[config.mk]
export PLATFORM = sky130hd
export DESIGN_NAME = calib_window_scheduler_flat
export DESIGN_NICKNAME = d
export VERILOG_FILES = /design/src/rtl/calib_window_scheduler_if.sv /design/src/rtl/calib_window_scheduler.sv /design/src/flat_wrapper.sv
export SDC_FILE = /design/constraint.sdc
export NUM_CORES = 1
export LEC_CHECK = 0
export CORE_MARGIN = 2
export CORE_UTILIZATION = 58
export DETAILED_ROUTE_END_ITERATION = 8
export MAX_ROUTING_LAYER = met4
export PLACE_DENSITY = 0.95
export SYNTH_ARGS = -nofsm -noshare
export SYNTH_HDL_FRONTEND = slang
export SYNTH_SLANG_ARGS = --single-unit
export TNS_END_PERCENT = 20
[constraint.sdc]
create_clock -name clk_adc -period 9.5 [get_ports clk_adc]
set_input_delay 1.425 -clock clk_adc [delete_from_list [all_inputs] [get_ports clk_adc]]
set_output_delay 1.425 -clock clk_adc [all_outputs]
set_load 0.03 [all_outputs]
[src/rtl/calib_window_scheduler_if.sv]
// ---------------------------------------------------------------------------
// calib_window_scheduler_if
//
// Bundles the control inputs and status outputs of the calibration window
// scheduler. The scheduler connects through the slave modport. The trigger
// board control logic, or a bench, drives the master side.
//
// Signals:
//   clk_locked   master->slave  PLL lock; low aborts and holds the scheduler
//   calibticks   master->slave  period control, sampled at window start
//   force_cal    master->slave  single-cycle request to start a window now
//   delaycounter master->slave  per-channel 3-bit lock result, 0 = no lock
//   spareleft    slave->master  calibration window active
//   capture_en   slave->master  capture phase of the window
//   cal_done     slave->master  one-cycle pulse in EVAL
//   lock_mask    slave->master  per-channel lock result of the last EVAL
//   all_locked   slave->master  lock_mask is all ones
//   cal_count    slave->master  completed evaluations, saturating
//   fail_count   slave->master  evaluations with a missing lock, saturating
// ---------------------------------------------------------------------------
interface calib_window_scheduler_if #(
    parameter int NCH = 16
) ();
    logic               clk_locked;
    logic [7:0]         calibticks;
    logic               force_cal;
    logic [NCH*3-1:0]   delaycounter;

    logic               spareleft;
    logic               capture_en;
    logic               cal_done;
    logic [NCH-1:0]     lock_mask;
    logic               all_locked;
    logic [15:0]        cal_count;
    logic [15:0]        fail_count;

    modport master (
        output clk_locked, calibticks, force_cal, delaycounter,
        input  spareleft, capture_en, cal_done, lock_mask, all_locked,
               cal_count, fail_count
    );

    modport slave (
        input  clk_locked, calibticks, force_cal, delaycounter,
        output spareleft, capture_en, cal_done, lock_mask, all_locked,
               cal_count, fail_count
    );
endinterface

[src/rtl/calib_window_scheduler.sv]
// ---------------------------------------------------------------------------
// calib_window_scheduler
//
// Sequences the periodic sync-pulse calibration of the trigger-input delay
// lock. Each window has a quiet phase, which lets normal triggers drain, and
// then a capture phase. After the window, one EVAL cycle latches the
// per-channel delaycounter results and updates the statistics. A failed
// evaluation is retried immediately, up to MAX_RETRY times. Windows repeat
// every 2^E cycles, where E = min(BASE_EXP + calibticks, 31).
//
// Ports:
//   clk_adc  in   sole clock, rising edge
//   rst      in   asynchronous, active-high reset
//   bus      slave modport of calib_window_scheduler_if (see that file)
// ---------------------------------------------------------------------------
module calib_window_scheduler #(
    parameter int NCH          = 16,
    parameter int QUIET_TICKS  = 200,
    parameter int WINDOW_TICKS = 655,
    parameter int MAX_RETRY    = 2,
    parameter int BASE_EXP     = 17
) (
    input  logic                     clk_adc,
    input  logic                     rst,
    calib_window_scheduler_if.slave  bus
);

    localparam int W_W  = (WINDOW_TICKS > 1) ? $clog2(WINDOW_TICKS) : 1;
    localparam int RC_W = (MAX_RETRY > 0) ? $clog2(MAX_RETRY + 1) : 1;

    localparam logic [W_W-1:0]  W_LAST  = W_W'(WINDOW_TICKS - 1);
    localparam logic [W_W-1:0]  W_QUIET = W_W'(QUIET_TICKS);
    localparam logic [RC_W-1:0] RC_MAX  = RC_W'(MAX_RETRY);

    typedef enum logic [1:0] {
        IDLE = 2'd0,
        WIN  = 2'd1,
        EVAL = 2'd2
    } state_t;

    state_t          state_q, state_d;
    logic            first_q, first_d;   // start immediately after reset / lock loss
    logic            pend_q,  pend_d;    // period expired while a window was busy
    logic [31:0]     pcnt_q,  pcnt_d;
    logic [W_W-1:0]  w_q,     w_d;
    logic [RC_W-1:0] rc_q,    rc_d;
    logic [4:0]      e_q,     e_d;

    logic            spareleft_q, spareleft_d;
    logic            capture_q,   capture_d;
    logic            cal_done_q,  cal_done_d;
    logic [NCH-1:0]  lock_mask_q, lock_mask_d;
    logic [15:0]     cal_cnt_q,   cal_cnt_d;
    logic [15:0]     fail_cnt_q,  fail_cnt_d;

    logic [8:0]      e_sum;
    logic [4:0]      e_new;
    logic [31:0]     period_last;
    logic            expired;
    logic [NCH-1:0]  mask_now;
    logic            start_req;

    // The exponent is clamped before it is truncated. Otherwise a large
    // calibticks would wrap to a very short period.
    assign e_sum       = 9'(BASE_EXP) + {1'b0, bus.calibticks};
    assign e_new       = (e_sum > 9'd31) ? 5'd31 : e_sum[4:0];
    assign period_last = (32'd1 << e_q) - 32'd1;
    assign expired     = (pcnt_q == period_last);
    assign start_req   = first_q | pend_q | expired | bus.force_cal;

    // NOTE: every variable written in an always_comb gets a default first, so
    // no path can leave a value unassigned and infer a latch.
    always_comb begin
        mask_now = '0;
        for (int j = 0; j < NCH; j++) begin
            mask_now[j] = |bus.delaycounter[3*j +: 3];
        end
    end

    always_comb begin
        state_d     = state_q;
        first_d     = first_q;
        pend_d      = pend_q | (expired && (state_q != IDLE));
        pcnt_d      = pcnt_q + 32'd1;
        w_d         = w_q;
        rc_d        = rc_q;
        e_d         = e_q;
        lock_mask_d = lock_mask_q;
        cal_cnt_d   = cal_cnt_q;
        fail_cnt_d  = fail_cnt_q;

        case (state_q)
            IDLE: begin
                if (start_req) begin
                    state_d = WIN;
                    first_d = 1'b0;
                    pend_d  = 1'b0;
                    pcnt_d  = '0;
                    w_d     = '0;
                    e_d     = e_new;
                end
            end
            WIN: begin
                if (w_q == W_LAST) begin
                    state_d = EVAL;
                end else begin
                    w_d = w_q + 1'b1;
                end
            end
            EVAL: begin
                lock_mask_d = mask_now;
                if (cal_cnt_q != 16'hFFFF) cal_cnt_d = cal_cnt_q + 16'd1;
                if (!(&mask_now)) begin
                    if (fail_cnt_q != 16'hFFFF) fail_cnt_d = fail_cnt_q + 16'd1;
                    if (rc_q < RC_MAX) begin
                        // A retry keeps pcnt running, so the periodic schedule is unchanged.
                        rc_d    = rc_q + 1'b1;
                        state_d = WIN;
                        w_d     = '0;
                    end else begin
                        rc_d    = '0;
                        state_d = IDLE;
                    end
                end else begin
                    rc_d    = '0;
                    state_d = IDLE;
                end
            end
            default: state_d = IDLE;
        endcase

        // Lock loss overrides everything. The statistics are held, and the
        // next lock starts a fresh window.
        if (!bus.clk_locked) begin
            state_d     = IDLE;
            first_d     = 1'b1;
            pend_d      = 1'b0;
            pcnt_d      = '0;
            w_d         = '0;
            rc_d        = '0;
            lock_mask_d = '0;
            cal_cnt_d   = cal_cnt_q;
            fail_cnt_d  = fail_cnt_q;
        end

        // The outputs are computed from the next state, so the registered
        // outputs line up with the state register with no extra latency.
        spareleft_d = (state_d == WIN);
        capture_d   = (state_d == WIN) && (w_d > W_QUIET);
        cal_done_d  = (state_d == EVAL);
    end

    // NOTE: sequential state uses non-blocking assignments only, so every
    // register samples the pre-edge value of the others.
    always_ff @(posedge clk_adc or posedge rst) begin
        if (rst) begin
            state_q     <= IDLE;
            first_q     <= 1'b1;
            pend_q      <= 1'b0;
            pcnt_q      <= '0;
            w_q         <= '0;
            rc_q        <= '0;
            e_q         <= 5'd31;
            spareleft_q <= 1'b0;
            capture_q   <= 1'b0;
            cal_done_q  <= 1'b0;
            lock_mask_q <= '0;
            cal_cnt_q   <= '0;
            fail_cnt_q  <= '0;
        end else begin
            state_q     <= state_d;
            first_q     <= first_d;
            pend_q      <= pend_d;
            pcnt_q      <= pcnt_d;
            w_q         <= w_d;
            rc_q        <= rc_d;
            e_q         <= e_d;
            spareleft_q <= spareleft_d;
            capture_q   <= capture_d;
            cal_done_q  <= cal_done_d;
            lock_mask_q <= lock_mask_d;
            cal_cnt_q   <= cal_cnt_d;
            fail_cnt_q  <= fail_cnt_d;
        end
    end

    assign bus.spareleft  = spareleft_q;
    assign bus.capture_en = capture_q;
    assign bus.cal_done   = cal_done_q;
    assign bus.lock_mask  = lock_mask_q;
    assign bus.all_locked = &lock_mask_q;
    assign bus.cal_count  = cal_cnt_q;
    assign bus.fail_count = fail_cnt_q;

endmodule

[src/flat_wrapper.sv]
// flat-port wrapper written by rule: the top's interface ports become plain ports
module calib_window_scheduler_flat 
#(
    parameter int NCH          = 16,
    parameter int QUIET_TICKS  = 200,
    parameter int WINDOW_TICKS = 655,
    parameter int MAX_RETRY    = 2,
    parameter int BASE_EXP     = 17
)
  (clk_adc, rst, bus_clk_locked, bus_calibticks, bus_force_cal, bus_delaycounter, bus_spareleft, bus_capture_en, bus_cal_done, bus_lock_mask, bus_all_locked, bus_cal_count, bus_fail_count);
  calib_window_scheduler_if #(.NCH(NCH)) bus_i ();
  input  logic clk_adc;
  input  logic rst;
  input wire logic [$bits(bus_i.clk_locked)-1:0] bus_clk_locked;
  input wire logic [$bits(bus_i.calibticks)-1:0] bus_calibticks;
  input wire logic [$bits(bus_i.force_cal)-1:0] bus_force_cal;
  input wire logic [$bits(bus_i.delaycounter)-1:0] bus_delaycounter;
  output wire logic [$bits(bus_i.spareleft)-1:0] bus_spareleft;
  output wire logic [$bits(bus_i.capture_en)-1:0] bus_capture_en;
  output wire logic [$bits(bus_i.cal_done)-1:0] bus_cal_done;
  output wire logic [$bits(bus_i.lock_mask)-1:0] bus_lock_mask;
  output wire logic [$bits(bus_i.all_locked)-1:0] bus_all_locked;
  output wire logic [$bits(bus_i.cal_count)-1:0] bus_cal_count;
  output wire logic [$bits(bus_i.fail_count)-1:0] bus_fail_count;
  assign bus_i.clk_locked = bus_clk_locked;
  assign bus_i.calibticks = bus_calibticks;
  assign bus_i.force_cal = bus_force_cal;
  assign bus_i.delaycounter = bus_delaycounter;
  assign bus_spareleft = bus_i.spareleft;
  assign bus_capture_en = bus_i.capture_en;
  assign bus_cal_done = bus_i.cal_done;
  assign bus_lock_mask = bus_i.lock_mask;
  assign bus_all_locked = bus_i.all_locked;
  assign bus_cal_count = bus_i.cal_count;
  assign bus_fail_count = bus_i.fail_count;
  calib_window_scheduler #(.NCH(NCH), .QUIET_TICKS(QUIET_TICKS), .WINDOW_TICKS(WINDOW_TICKS), .MAX_RETRY(MAX_RETRY), .BASE_EXP(BASE_EXP)) u_core (.clk_adc(clk_adc), .rst(rst), .bus(bus_i));
endmodule
==> metrics.yaml, run 1 <==
netlist_instances: 722
setup_violations: 0
row_count: 38
hold_viol_final: 0
rsz0062_at_grt: "no"
io_buffer_count: 111
rr_startpoint: "u_core.e_q[2]"
tritoncts: "yes"
io_pins: 112
yosys-top-cells-area: "dfrtp_1, xor2_1, xnor2_1"
drt_first_iter_violations: 513
antenna_left: 0
first_global_vias: 5724
fin_area_um2: 7672
multiInputGateArea_um2: 3500
start_util: 0.5895
die_x_um: 108.7
cts.sinks: 104
min_period_ns: 4.628
htreeDepth: 3
dpl-instance-area_um2: 7477
tightest_slew_ns: 1.141
fin_skew_ns: 0.01414
drc: 0
synth_edf_count: 0
cp-end-kind: "flop"
total_leakage_power_nw: 3.345
p_per_area_nw_per_um2: 104.8
setup_tns_ns: 0
die_h_um: 108.7
cts.clk_slew.worst_paths_ns: 0.10
final_nets: 870
cp-startpoint: "u_core.e_q[2]"
synth_top_area_frac: 0.3854
critPathMaxStageDelay_ns: 0.93
crit_type: "flop to flop"
grt_max_degree: 64
ys_seq_elements: 104
place.gp.congestion: 0.9648
num_vias: 5969
synthesis.area_um2: 6362
timing.final.ws_setup_ns: 4.872
cp.depth: 11
yosysSeqAreaShare: 0.4102
path_buf_inv: 0
yosys-top-cells-count: "dfrtp_1, nand2_1, nor2_1"
first_pass_iters: 5
ir_worst_vdd_mv: 0.1030
path_common_cell: "nand2_1"
grt_usage: 0.3083
root_buffer: "clkbuf_8"
synth_warnings: 0
post-synth-top-count-cell: "dfrtp_1"
cp-start-kind: "flop"
cts_buffers: 9
die_area_um2: 11820
register_area_um2: 2610
antenna_found_initial: 0
arrival_ns: 4.83
grt_first_pass_wirelength_mm: 27.99
diodes: 0
r2r_slack_ns: 4.87
cts_resized: 0
r2r-end: "u_core.w_q[9]"
drive_gt1_frac: 0.04833
synth_cell_types: 70
cp_top_family: "simple AND/OR/NAND/NOR gates"
clk_latency_ns: 0.38
post-cts-setup-buffers: 0
synth_nets: 790
hold_buffers: 0
dp_worst_setup_slack_ns: 5.047
timing.critical_path.cells: "nor3_2 -> nand2_1 -> ha_1 -> o41a_1 -> o221ai_1 -> mux2_4 -> a211o_1 -> nor4_4 -> o21ai_1 -> nand2_1 -> nor3_1"
slowest_stage: "dfstp_2"
finalCritPeriodShare: 0.4871
routed_via_density: 6.303
max_cap_violations: 0
synthArstFlopShare: 1.000
hpwl_mm: 12.08
crit_fanout: 34
maxSlewViolCount: 0
cp_data_required_time_ns: 9.70
synth_area_per_cell_um2: 8.812
crit_end: "u_core.w_q[9]"
hold_path.class: "flop to flop"
area_growth_pct: 20.59
core_um2: 10790
final.fill_count: 701
synth_ff_type: "dfrtp_1"
outcome: "finished clean"
cts_buffer_depth: 2
gr-total-overflow: 0
wl_mm: 16.98
slew_headroom: 0.2321
yosys.area.top_type: "dfrtp_1"
max_freq_ghz: 0.2161
r2r_cells: 11
wl_per_cell_um: 17.93
[report_power, final]
group / internal [mW] / total, mW / switching [mW]
registers: 0.446 / 0.454 / 0.00784
logic: 0.0350 / 0.0725 / 0.0376
clock network: 0.123 / 0.278 / 0.155
[logic make-up after synthesis]
| family | after synthesis | share of synthesized area |
|---|---|---|
| multiplexers | 6 | 0.01062 |
| AO/OA/AOI/OAI | 128 | 0.1436 |
| buffers and inverters | 60 | 0.04012 |
| flip-flops | 104 | 0.4102 |
| AND/OR/NAND/NOR | 333 | 0.2655 |
| adder cells (fa/ha/maj) | 8 | 0.01573 |
| XOR/XNOR | 83 | 0.1143 |
[worst min-delay path by stage]
| stage | endpoint | start | slack (ns) | cells past startpoint |
|---|---|---|---|---|
| floorplan | u_core.first_q | u_core.first_q | 0.44 | 2 |
| global placement | u_core.first_q | u_core.first_q | 0.45 | 2 |
| detailed placement | u_core.first_q | u_core.first_q | 0.47 | 2 |
| CTS | u_core.first_q | u_core.first_q | 0.48 | 2 |
| global route | u_core.first_q | u_core.first_q | 0.51 | 2 |
| finish | u_core.first_q | u_core.first_q | 0.48 | 2 |
[worst register-to-register path, cell delays in order (launching register included)]
cell and delay [ns]:
dfstp_2 0.93, nor3_2 0.18, nand2_1 0.17, ha_1 0.47, o41a_1 0.23, o221ai_1 0.10
mux2_4 0.29, a211o_1 0.31, nor4_4 0.47, o21ai_1 0.22, nand2_1 0.88, nor3_1 0.19
[cells in the final DEF, fill, tap and decap left out, types with 15 or more instances in the layout]
master | synthesis | layout
xor2_1 | 42 | 42
o211a_1 | 18 | 18
and3_1 | 16 | 16
nand3_1 | 33 | 33
clkdlybuf4s50_1 | 0 | 111
xnor2_1 | 41 | 41
a21oi_1 | 15 | 15
nand2_1 | 79 | 79
dfrtp_1 | 98 | 98
nand4_1 | 23 | 23
nor3_1 | 33 | 33
nor2_1 | 79 | 79
o21ai_0 | 31 | 31
[layer usage]
metal	wire length [µm]	part of all wire	vias to the layer above	GRT usage
met5	0	0	-	-
met4	466	0.027	0	0.1081
met3	1290	0.076	52	0.04961
met2	8322	0.49	313	0.4951
met1	6899	0.41	2873	0.3992
li1	-	-	2731	-
[flip-flops by register name (all words and copies together), names as in the netlist]
name,count
u_core.bus.capture_en,1
u_core.state_q,2
u_core.bus.cal_count,16
u_core.first_q,1
u_core.e_q,5
u_core.bus.spareleft,1
u_core.bus.fail_count,16
u_core.pcnt_q,32
u_core.w_q,10
u_core.bus.cal_done,1
u_core.pend_q,1
u_core.bus.lock_mask,16
u_core.rc_q,2
[area by class of cell]
| type | instances | share of cell area |
|---|---|---|
| multi-input combinational | 558 | 0.4561 |
| sequential | 104 | 0.3402 |
| timing repair buffer | 114 | 0.1477 |
| tap | 140 | 0.02283 |
| clock buffer | 10 | 0.01663 |
| clock inverter | 6 | 0.008806 |
| inverter | 15 | 0.007665 |
[per-stage QoR]
step,power (mW),hold WS [ns],std cells,utilization
6_report,0.8040,0.4795,947,0.7109
5_1_grt,0.8291,0.5055,947,0.7109
4_1_cts,0.8057,0.4819,947,0.7109
3_5_place_dp,0.5338,0.4679,931,0.6928
3_3_place_gp,0.5304,0.4480,931,0.6928
2_1_floorplan,0.4963,0.4361,722,-
Power figures use the tool's default switching activity.
==> run 2: changes to the inputs <==
--- a/config.mk
+++ b/config.mk
@@ -6,10 +6,10 @@
 export NUM_CORES = 1
 export LEC_CHECK = 0
 export CORE_MARGIN = 2
-export CORE_UTILIZATION = 58
+export CORE_UTILIZATION = 54
 export DETAILED_ROUTE_END_ITERATION = 8
 export MAX_ROUTING_LAYER = met4
-export PLACE_DENSITY = 0.95
+export PLACE_DENSITY = 0.92
 export SYNTH_ARGS = -nofsm -noshare
 export SYNTH_HDL_FRONTEND = slang
 export SYNTH_SLANG_ARGS = --single-unit
==> constraint.sdc (replaced) <==
create_clock -name clk_adc -period 4.3 [get_ports clk_adc]
set_input_delay 0.645 -clock clk_adc [delete_from_list [all_inputs] [get_ports clk_adc]]
set_output_delay 0.645 -clock clk_adc [all_outputs]
set_load 0.03 [all_outputs]
==> metrics.yaml, run 2 (synthesized netlist as in run 1, its figures left out) <==
outcome: "finished clean"  # unchanged
ir_worst_vdd_mv: 0.1716  # was 0.1030 mV
dp_worst_setup_slack_ns: 0.5299  # was 5.047 ns
rsz0062_at_grt: "no"  # unchanged
slew_headroom: 0.3605  # was 0.2321
cts.sinks: 104  # unchanged
grt_usage: 0.2941  # was 0.3083
drc: 0  # unchanged
tightest_slew_ns: 0.9592  # was 1.141 ns
r2r_slack_ns: 0.42  # was 4.87 ns
final_common_cell: "clkdlybuf4s50_1"  # unchanged
die_x_um: 112.5  # was 108.7 µm
largest_register_ffs: 32  # unchanged
arrival_ns: 4.12  # was 4.83 ns
wl_mm: 17.76  # was 16.98 mm
cts.clk_slew.worst_paths_ns: 0.07  # was 0.10 ns
die_h_um: 112.5  # was 108.7 µm
hpwl_mm: 12.51  # was 12.08 mm
fin_skew_ns: 0.005898  # was 0.01414 ns
critPathMaxStageDelay_ns: 0.50  # was 0.93 ns
hold_buffers: 0  # unchanged
final_util: 0.6893  # was 0.7109
max_freq_ghz: 0.2576  # was 0.2161 GHz
grt_max_degree: 79  # was 64
gr-total-overflow: 0  # unchanged
hold_viol_final: 0  # unchanged
num_vias: 5988  # was 5969
row_count: 39  # was 38
timing.hold.ws_ns: 0.4704  # was 0.4795 ns
multiInputGateArea_um2: 3500  # unchanged
crit_type: "flop to flop"  # unchanged
top_usage_layer: "met2"  # unchanged
first_pass_iters: 6  # was 5
htreeDepth: 3  # unchanged
post-cts-setup-buffers: 0  # unchanged
final_nets: 879  # was 870
cts_resized: 0  # unchanged
io_buffer_count: 111  # unchanged
cp_data_required_time_ns: 4.54  # was 9.70 ns
path_buf_inv: 0  # unchanged
wl_per_cell_um: 18.52  # was 17.93 µm
total_leakage_power_nw: 3.462  # was 3.345 nW
min_period_ns: 3.882  # was 4.628 ns
root_buffer: "clkbuf_16"  # was clkbuf_8
first_global_vias: 5854  # was 5724
timing.final.ws_setup_ns: 0.4179  # was 4.872 ns
routed_via_density: 6.244  # was 6.303
setup_violations: 0  # unchanged
slowest_stage: "nor4_4"  # was dfstp_2
mostFrequentLayoutCells: "clkdlybuf4s50_1, dfrtp_1, nand2_1, nor2_1, xor2_1"  # unchanged
cp_top_family: "compound AO/OA/AOI/OAI gates"  # was simple AND/OR/NAND/NOR gates
gr-usage-met2: 0.4683  # was 0.4951
place.gp.congestion: 1.008  # was 0.9648
timing.critical_path.cells: "nor3_2 -> nand2_1 -> ha_1 -> o31ai_1 -> o31ai_1 -> mux2_4 -> a211o_1 -> nor4_4 -> nor3_2 -> o311a_1 -> o21a_1 -> o211a_1"  # was nor3_2 -> nand2_1 -> ha_1 -> o41a_1 -> o221ai_1 -> mux2_4 -> a211o_1 -> nor4_4 -> o21ai_1 -> nand2_1 -> nor3_1
clk_latency_ns: 0.35  # was 0.38 ns
antenna_left: 0  # unchanged
die_area_um2: 12670  # was 11820 µm²
grt_first_pass_wirelength_mm: 29.29  # was 27.99 mm
io_pins: 112  # unchanged
max_cap_violations: 0  # unchanged
cp-start-kind: "flop"  # unchanged
drive_gt1_frac: 0.05890  # was 0.04833
setup_tns_ns: 0  # unchanged
maxSlewViolCount: 0  # unchanged
antenna_found_initial: 1  # was 0
cts_buffer_depth: 2  # unchanged
grt_use_met3: 0.05508  # was 0.04961
p_total_mw: 2.104  # was 0.8040 mW
p_per_area_nw_per_um2: 266.3  # was 104.8 nW/µm²
grt_use_met1: 0.3735  # was 0.3992
drt_first_iter_violations: 491  # was 513
area_growth_pct: 24.23  # was 20.59%
final.fill_count: 762  # was 701
finalCritPeriodShare: 0.9028  # was 0.4871
start_util: 0.5548  # was 0.5895
hold_path.class: "flop to flop"  # unchanged
dpl-instance-area_um2: 7561  # was 7477 µm²
crit_fanout: 14  # was 34
tritoncts: "yes"  # unchanged
core_um2: 11470  # was 10790 µm²
register_area_um2: 2610  # unchanged
top_register: "u_core.pcnt_q"  # unchanged
cts_buffers: 9  # unchanged
final_cells: 959  # was 947
cp-end-kind: "flop"  # unchanged
dpl.cell_count: 943  # was 931
fin_area_um2: 7904  # was 7672 µm²
## run 2: cell count changes in the layout (fill, tap and decap cells not counted)
cell        delta
buf_12         +1
buf_4          +8
bufinv_16      +2
clkbuf_1       -1
clkbuf_16      +9
clkbuf_8       -9
clkinv_2       -1
clkinv_4       -1
clkinvlp_4     -1
diode_2        +1
inv_6          +1
## run 2: per-layer routing
metal / vias to the layer above / wire length [µm]
met5: - / 0
met1: 2871 / 7010
li1: 2753 / -
met3: 52 / 1462
met2: 312 / 8618
met4: 0 / 667
## run 2: cell type report
type                       instances  share of cell area
antenna                            1           0.0003166
clock buffer                       9             0.02849
clock inverter                     6             0.01456
inverter                          15            0.007440
multi-input combinational        558              0.4428
sequential                       104              0.3302
tap                              143             0.02264
timing repair buffer             123              0.1536
## run 2: worst register-to-register path, cell delays in order (launching register included)
cell,delay [ns]
dfstp_2,0.44
nor3_2,0.39
nand2_1,0.16
ha_1,0.40
o31ai_1,0.30
o31ai_1,0.10
mux2_4,0.26
a211o_1,0.33
nor4_4,0.50
nor3_2,0.14
o311a_1,0.36
o21a_1,0.19
o211a_1,0.21
## run 2: worst paths after layout
path	depth (start not counted)	from	to
setup / recovery	12	u_core.e_q[2]	u_core.bus.capture_en
hold / removal	2	u_core.first_q	u_core.first_q
setup reg to reg	12	u_core.e_q[2]	u_core.bus.capture_en
hold reg to reg	2	u_core.first_q	u_core.first_q
max in group asynchronous	3	rst	u_core.bus.cal_count[2]
min in group asynchronous	2	rst	u_core.bus.lock_mask[0]
## run 2: where the power goes
| group | leakage (nW) | switching [mW] | internal, mW |
|---|---|---|---|
| Clock | 0.163 | 0.367 | 0.570 |
| Combinational | 1.87 | 0.0900 | 0.0820 |
| Sequential | 1.43 | 0.0103 | 0.985 |
